==> src/rtl/pcie_reg_arbiter.sv <==
`default_nettype none
// +----------------------------------------------------------------------------+
// | Module      : pcie_reg_arbiter                                             |
// | Description : Serialises host and local reads/writes onto one single-port  |
// |               32-bit register file with per-requester read-data return.    |
// | Revision    : 1.0 - initial release                                        |
// +----------------------------------------------------------------------------+
module pcie_reg_arbiter #(
    parameter int unsigned REG_ABITS = 3,
    parameter bit          FIXED_PRI = 1'b0
) (
    input  logic                 pcieClk_in,
    input  logic                 reset_in,
    input  logic [REG_ABITS-1:0] hChan_in,
    input  logic [31:0]          hWrData_in,
    input  logic                 hWrValid_in,
    output logic                 hWrReady_out,
    input  logic                 hRdValid_in,
    output logic                 hRdReady_out,
    output logic [31:0]          hRdData_out,
    output logic                 hRdDataVld_out,
    input  logic [REG_ABITS-1:0] lChan_in,
    input  logic [31:0]          lWrData_in,
    input  logic                 lWrValid_in,
    output logic                 lWrReady_out,
    input  logic                 lRdValid_in,
    output logic                 lRdReady_out,
    output logic [31:0]          lRdData_out,
    output logic                 lRdDataVld_out,
    output logic [REG_ABITS-1:0] regChan_out,
    output logic [31:0]          regWrData_out,
    output logic                 regWrEn_out,
    input  logic [31:0]          regRdData_in
);

    typedef enum logic [0:0] {
        c_IDLE   = 1'b0,
        c_ACCESS = 1'b1
    } state_t;

    state_t                 r_state_q,     w_state_d;
    logic                   r_rr_h_q,      w_rr_h_d;
    logic                   r_gnt_h_q,     w_gnt_h_d;
    logic                   r_is_wr_q,     w_is_wr_d;
    logic [REG_ABITS-1:0]   r_chan_q,      w_chan_d;
    logic [31:0]            r_wdata_q,     w_wdata_d;
    logic [31:0]            r_h_rdata_q,   w_h_rdata_d;
    logic                   r_h_rvld_q,    w_h_rvld_d;
    logic [31:0]            r_l_rdata_q,   w_l_rdata_d;
    logic                   r_l_rvld_q,    w_l_rvld_d;

    logic w_h_act;
    logic w_l_act;
    logic w_pick_h;
    logic w_access_live;

    always_comb begin
        w_h_act     = hWrValid_in | hRdValid_in;
        w_l_act     = lWrValid_in | lRdValid_in;
        // r_rr_h_q set means H was not the last grantee
        w_pick_h    = w_h_act && (!w_l_act || FIXED_PRI || r_rr_h_q);

        w_state_d   = r_state_q;
        w_rr_h_d    = r_rr_h_q;
        w_gnt_h_d   = r_gnt_h_q;
        w_is_wr_d   = r_is_wr_q;
        w_chan_d    = r_chan_q;
        w_wdata_d   = r_wdata_q;
        w_h_rdata_d = r_h_rdata_q;
        w_h_rvld_d  = 1'b0;
        w_l_rdata_d = r_l_rdata_q;
        w_l_rvld_d  = 1'b0;

        case (r_state_q)
            c_IDLE: begin
                if (w_h_act || w_l_act) begin
                    w_state_d = c_ACCESS;
                    w_gnt_h_d = w_pick_h;
                    w_rr_h_d  = !w_pick_h;
                    if (w_pick_h) begin
                        w_is_wr_d = hWrValid_in;
                        w_chan_d  = hChan_in;
                        w_wdata_d = hWrData_in;
                    end else begin
                        w_is_wr_d = lWrValid_in;
                        w_chan_d  = lChan_in;
                        w_wdata_d = lWrData_in;
                    end
                end
            end
            c_ACCESS: begin
                w_state_d = c_IDLE;
                if (!r_is_wr_q) begin
                    if (r_gnt_h_q) begin
                        w_h_rdata_d = regRdData_in;
                        w_h_rvld_d  = 1'b1;
                    end else begin
                        w_l_rdata_d = regRdData_in;
                        w_l_rvld_d  = 1'b1;
                    end
                end
            end
            default: begin
                w_state_d = c_IDLE;
            end
        endcase
    end

    always_ff @(posedge pcieClk_in) begin
        if (reset_in) begin
            r_state_q   <= c_IDLE;
            r_rr_h_q    <= 1'b1;
            r_gnt_h_q   <= 1'b0;
            r_is_wr_q   <= 1'b0;
            r_chan_q    <= '0;
            r_wdata_q   <= '0;
            r_h_rdata_q <= '0;
            r_h_rvld_q  <= 1'b0;
            r_l_rdata_q <= '0;
            r_l_rvld_q  <= 1'b0;
        end else begin
            r_state_q   <= w_state_d;
            r_rr_h_q    <= w_rr_h_d;
            r_gnt_h_q   <= w_gnt_h_d;
            r_is_wr_q   <= w_is_wr_d;
            r_chan_q    <= w_chan_d;
            r_wdata_q   <= w_wdata_d;
            r_h_rdata_q <= w_h_rdata_d;
            r_h_rvld_q  <= w_h_rvld_d;
            r_l_rdata_q <= w_l_rdata_d;
            r_l_rvld_q  <= w_l_rvld_d;
        end
    end

    // Reset arriving mid-access must suppress the strobe and handshakes this cycle
    assign w_access_live  = (r_state_q == c_ACCESS) && !reset_in;

    assign regChan_out    = r_chan_q;
    assign regWrData_out  = r_wdata_q;
    assign regWrEn_out    = w_access_live && r_is_wr_q;
    assign hWrReady_out   = w_access_live && r_is_wr_q && r_gnt_h_q;
    assign lWrReady_out   = w_access_live && r_is_wr_q && !r_gnt_h_q;
    assign hRdReady_out   = w_access_live && !r_is_wr_q && r_gnt_h_q;
    assign lRdReady_out   = w_access_live && !r_is_wr_q && !r_gnt_h_q;
    assign hRdData_out    = r_h_rdata_q;
    assign hRdDataVld_out = r_h_rvld_q;
    assign lRdData_out    = r_l_rdata_q;
    assign lRdDataVld_out = r_l_rvld_q;

endmodule
`default_nettype wire

==> config.mk <==
export PLATFORM = sky130hd
export DESIGN_NAME = pcie_reg_arbiter
export DESIGN_NICKNAME = d
export VERILOG_FILES = /design/src/rtl/pcie_reg_arbiter.sv
export SDC_FILE = /design/constraint.sdc
export NUM_CORES = 1
export LEC_CHECK = 0
export BUFFER_PORTS_ARGS = -buffer_cell sky130_fd_sc_hd__clkbuf_2
export CORE_MARGIN = 1.5
export CORE_UTILIZATION = 48
export DETAILED_ROUTE_END_ITERATION = 8
export PLACE_DENSITY = 0.85
export SLEW_MARGIN = 0
export SYNTH_ARGS = -nofsm -noshare
export SYNTH_HDL_FRONTEND = slang
export SYNTH_SLANG_ARGS = --single-unit
export TNS_END_PERCENT = 30
==> constraint.sdc <==
create_clock -name pcieClk_in -period 2.75 [get_ports pcieClk_in]
set_input_delay 0.275 -clock pcieClk_in [delete_from_list [all_inputs] [get_ports pcieClk_in]]
set_output_delay 0.275 -clock pcieClk_in [all_outputs]
set_load 0.02 [all_outputs]
==> impl_metrics.env <==
export IMPL_synth_edf_count=0
export IMPL_ys_ff_latch=105
export IMPL_intPower_mw=2.49
export IMPL_path_delay_family="simple AND/OR/NAND/NOR gates"
export IMPL_synth_seq_area_share_pct=52.0
export IMPL_p_sw_mw=0.930
export IMPL_antenna_cells=0
export IMPL_grt_overflow=0
export IMPL_antenna_found_initial=0
export IMPL_tns_ns=0
export IMPL_syn_nets=549
export IMPL_whs_path_depth=2
export IMPL_root_buffer="clkbuf_8"
export IMPL_num_rows=33
export IMPL_leakage_nw=2.37
export IMPL_min_period_ns=2.22
export IMPL_pwr_share_seq_pct=49.5
export IMPL_finalHoldViolCount=0
export IMPL_required_ns=2.48
export IMPL_ant_nets=0
export IMPL_irDropWorstVdd_mv=0.329
export IMPL_synth_area_per_cell_um2=9.17
export IMPL_ys_top_cells_by_area="dfxtp_1, nand2_1, a221o_2, a21oi_1, nor4b_1"
export IMPL_slowest_stage="or3b_2"
export IMPL_start_kind="register"
export IMPL_clockPowerShare_pct=32.9
export IMPL_cts_setup_buffers=0
export IMPL_finClkSkew_ns=0.0117
export IMPL_io_pins=214
export IMPL_final_setup_worst_slack_ns=0.530
export IMPL_rsz0062_at_grt="false"
export IMPL_wl_per_cell_um=15.2
export IMPL_p_per_area_mw_per_mm2=643
export IMPL_dr_pass1_iters=4
export IMPL_syn_inst=441
export IMPL_routed_wl_um=11200
export IMPL_final_cell_mix="clkbuf_2, nand2_1, dfxtp_1, a21oi_1, nor4b_1"
export IMPL_yosysWarningCount=0
export IMPL_fin_nets=739
export IMPL_path_cells="or3b_2 > nor2_1 > clkbuf_2"
export IMPL_ctsHoldBuffers=0
export IMPL_post_route_period_util_pct=80.7
export IMPL_arrival_ns=1.94
export IMPL_ctsResizeCount=0
export IMPL_clock_sinks=105
export IMPL_worst_setup_path_end_kind="primary output"
export IMPL_port_buffers=213
export IMPL_clk_latency_ns=0.36
export IMPL_cap_violations=0
export IMPL_clk_pin_slew_ns=0.10
export IMPL_vias=4036
export IMPL_dieArea_mm2=0.00899
export IMPL_drv_slew=0
export IMPL_grt_first_pass_wirelength_um=16900
export IMPL_post_dp_hpwl_um=7890
export IMPL_path_max_fanout=20
export IMPL_reg2reg_setup_slack_ns=0.64
export IMPL_reg2regPathDepth=3
export IMPL_gr_usage_all_layers_pct=24.3
export IMPL_ys_async_sr_fraction_pct=0
export IMPL_grt_pass1_vias=3609
export IMPL_synth_distinct_cells=32
export IMPL_numCtsBuffers=9
export IMPL_worst_pin_slew_ns=1.25
export IMPL_dp_worst_setup_slack_ns=0.671
export IMPL_final_common_cell="clkbuf_2"
export IMPL_viasPerCell=5.45
export IMPL_setup_violations=0
export IMPL_die_height_um=94.8
export IMPL_synthToLayoutAreaGrowth_pct=31.5
export IMPL_switching_share_pct=27.2
export IMPL_start_util_pct=49.5
export IMPL_cts_tree="yes"
export IMPL_drc=0
export IMPL_hp_class="in -> reg"
export IMPL_place_gp_congestion=0.761
export IMPL_grt_start_max_net_pins=73
export IMPL_status="finished clean"
export IMPL_yosys_area_top_type="dfxtp_1"
export IMPL_clock_fmax_mhz=451
export IMPL_core_area_mm2=0.00818
export IMPL_drtIter0Drc=181
export IMPL_drive_above_1_share_pct=43.3
export IMPL_slew_headroom_pct=16.4
export IMPL_synth_top_area_share_pct=52.0
export IMPL_path_buf_inv=1
export IMPL_max_stage_delay_ns=0.71
export IMPL_cp_depth=3
export IMPL_path_class="reg -> out"
export IMPL_synth_area_mm2=0.00405
export IMPL_die_x_um=94.8
export IMPL_htree_levels=3
export IMPL_synth_flop_cell="dfxtp_1"
export IMPL_pwr_share_comb_pct=17.6
export IMPL_clk_path_buf_depth=2
## synth_stat cells (all sizes together) (2+ instances only)
cell    number
nand2      128
nor4b       35
o21ai        3
inv          2
a21oi       68
clkbuf      15
dfxtp      105
nor2         6
a221o       35
buf         26
nor3         2
## layer usage
metal	part of all wire [%]	up-vias	track usage (%)
met3	8.6	19	6.52
met2	49	213	41.2
met5	0	-	0
met4	1.9	0	9.33
li1	-	1933	-
met1	41	1871	29.1
## flip-flops by register name (all words and copies together) (netlist names)
name	cells
r_rr_h_q	1
lRdDataVld_out	1
hRdDataVld_out	1
regWrData_out	32
regChan_out	3
r_gnt_h_q	1
r_is_wr_q	1
lRdData_out	32
hRdData_out	32
r_state_q	1
## layout make-up
type	count	area, µm²
clock buffer	11	141
multi-input combinational	293	1720
fill	681	2850
tap	105	131
inverter	2	7.51
clock inverter	4	98.8
sequential	105	2100
timing repair buffer	220	1120
## worst register-to-register path, cell delays in order (launching register included)
cell and delay, ns:
dfxtp_1 0.41, or2_1 0.30, nor3_4 1.00, a221o_2 0.33
## per-stage QoR
step	hold WS (ns)	util (%)	std cells	area [µm²]	power, mW
finish	0.134	65.1	740	5320	3.42
global route	0.117	65.1	740	5320	3.56
CTS	0.118	65.1	740	5320	3.44
detailed placement	0.446	62.2	725	5080	2.33
global placement	0.441	62.2	725	5080	2.31
floorplan	0.411	-	441	4050	2.09
## power groups by stage
stage	Sequential [mW]	Clock, mW	Combinational [mW]
2_1_floorplan	1.84	0	0.259
3_3_place_gp	1.72	0	0.589
3_5_place_dp	1.73	0	0.602
4_1_cts	1.69	1.15	0.602
5_1_grt	1.71	1.21	0.648
6_report	1.69	1.12	0.601
## logic make-up (layout without fill, tap and decap cells)
logic type             count (synthesis)  count (layout)  share of synthesized area, %
AO/OA/AOI/OAI                        111             111                          19.8
flip-flops                           105             105                          52.0
buffers and inverters                 43             237                          5.66
AND/OR/NAND/NOR                      182             182                          22.5
## final timing paths
check / start / end
worst max-delay path: r_state_q$_SDFF_PP0_ / lRdReady_out
worst min-delay path: lWrData_in[13] / regWrData_out[13]$_SDFFE_PP0P_
worst max register to register: r_state_q$_SDFF_PP0_ / regWrData_out[30]$_SDFFE_PP0P_
worst min register to register: lRdData_out[12]$_SDFFE_PP0P_ / lRdData_out[12]$_SDFFE_PP0P_
No activity file was read; power rests on OpenSTA's default activity.
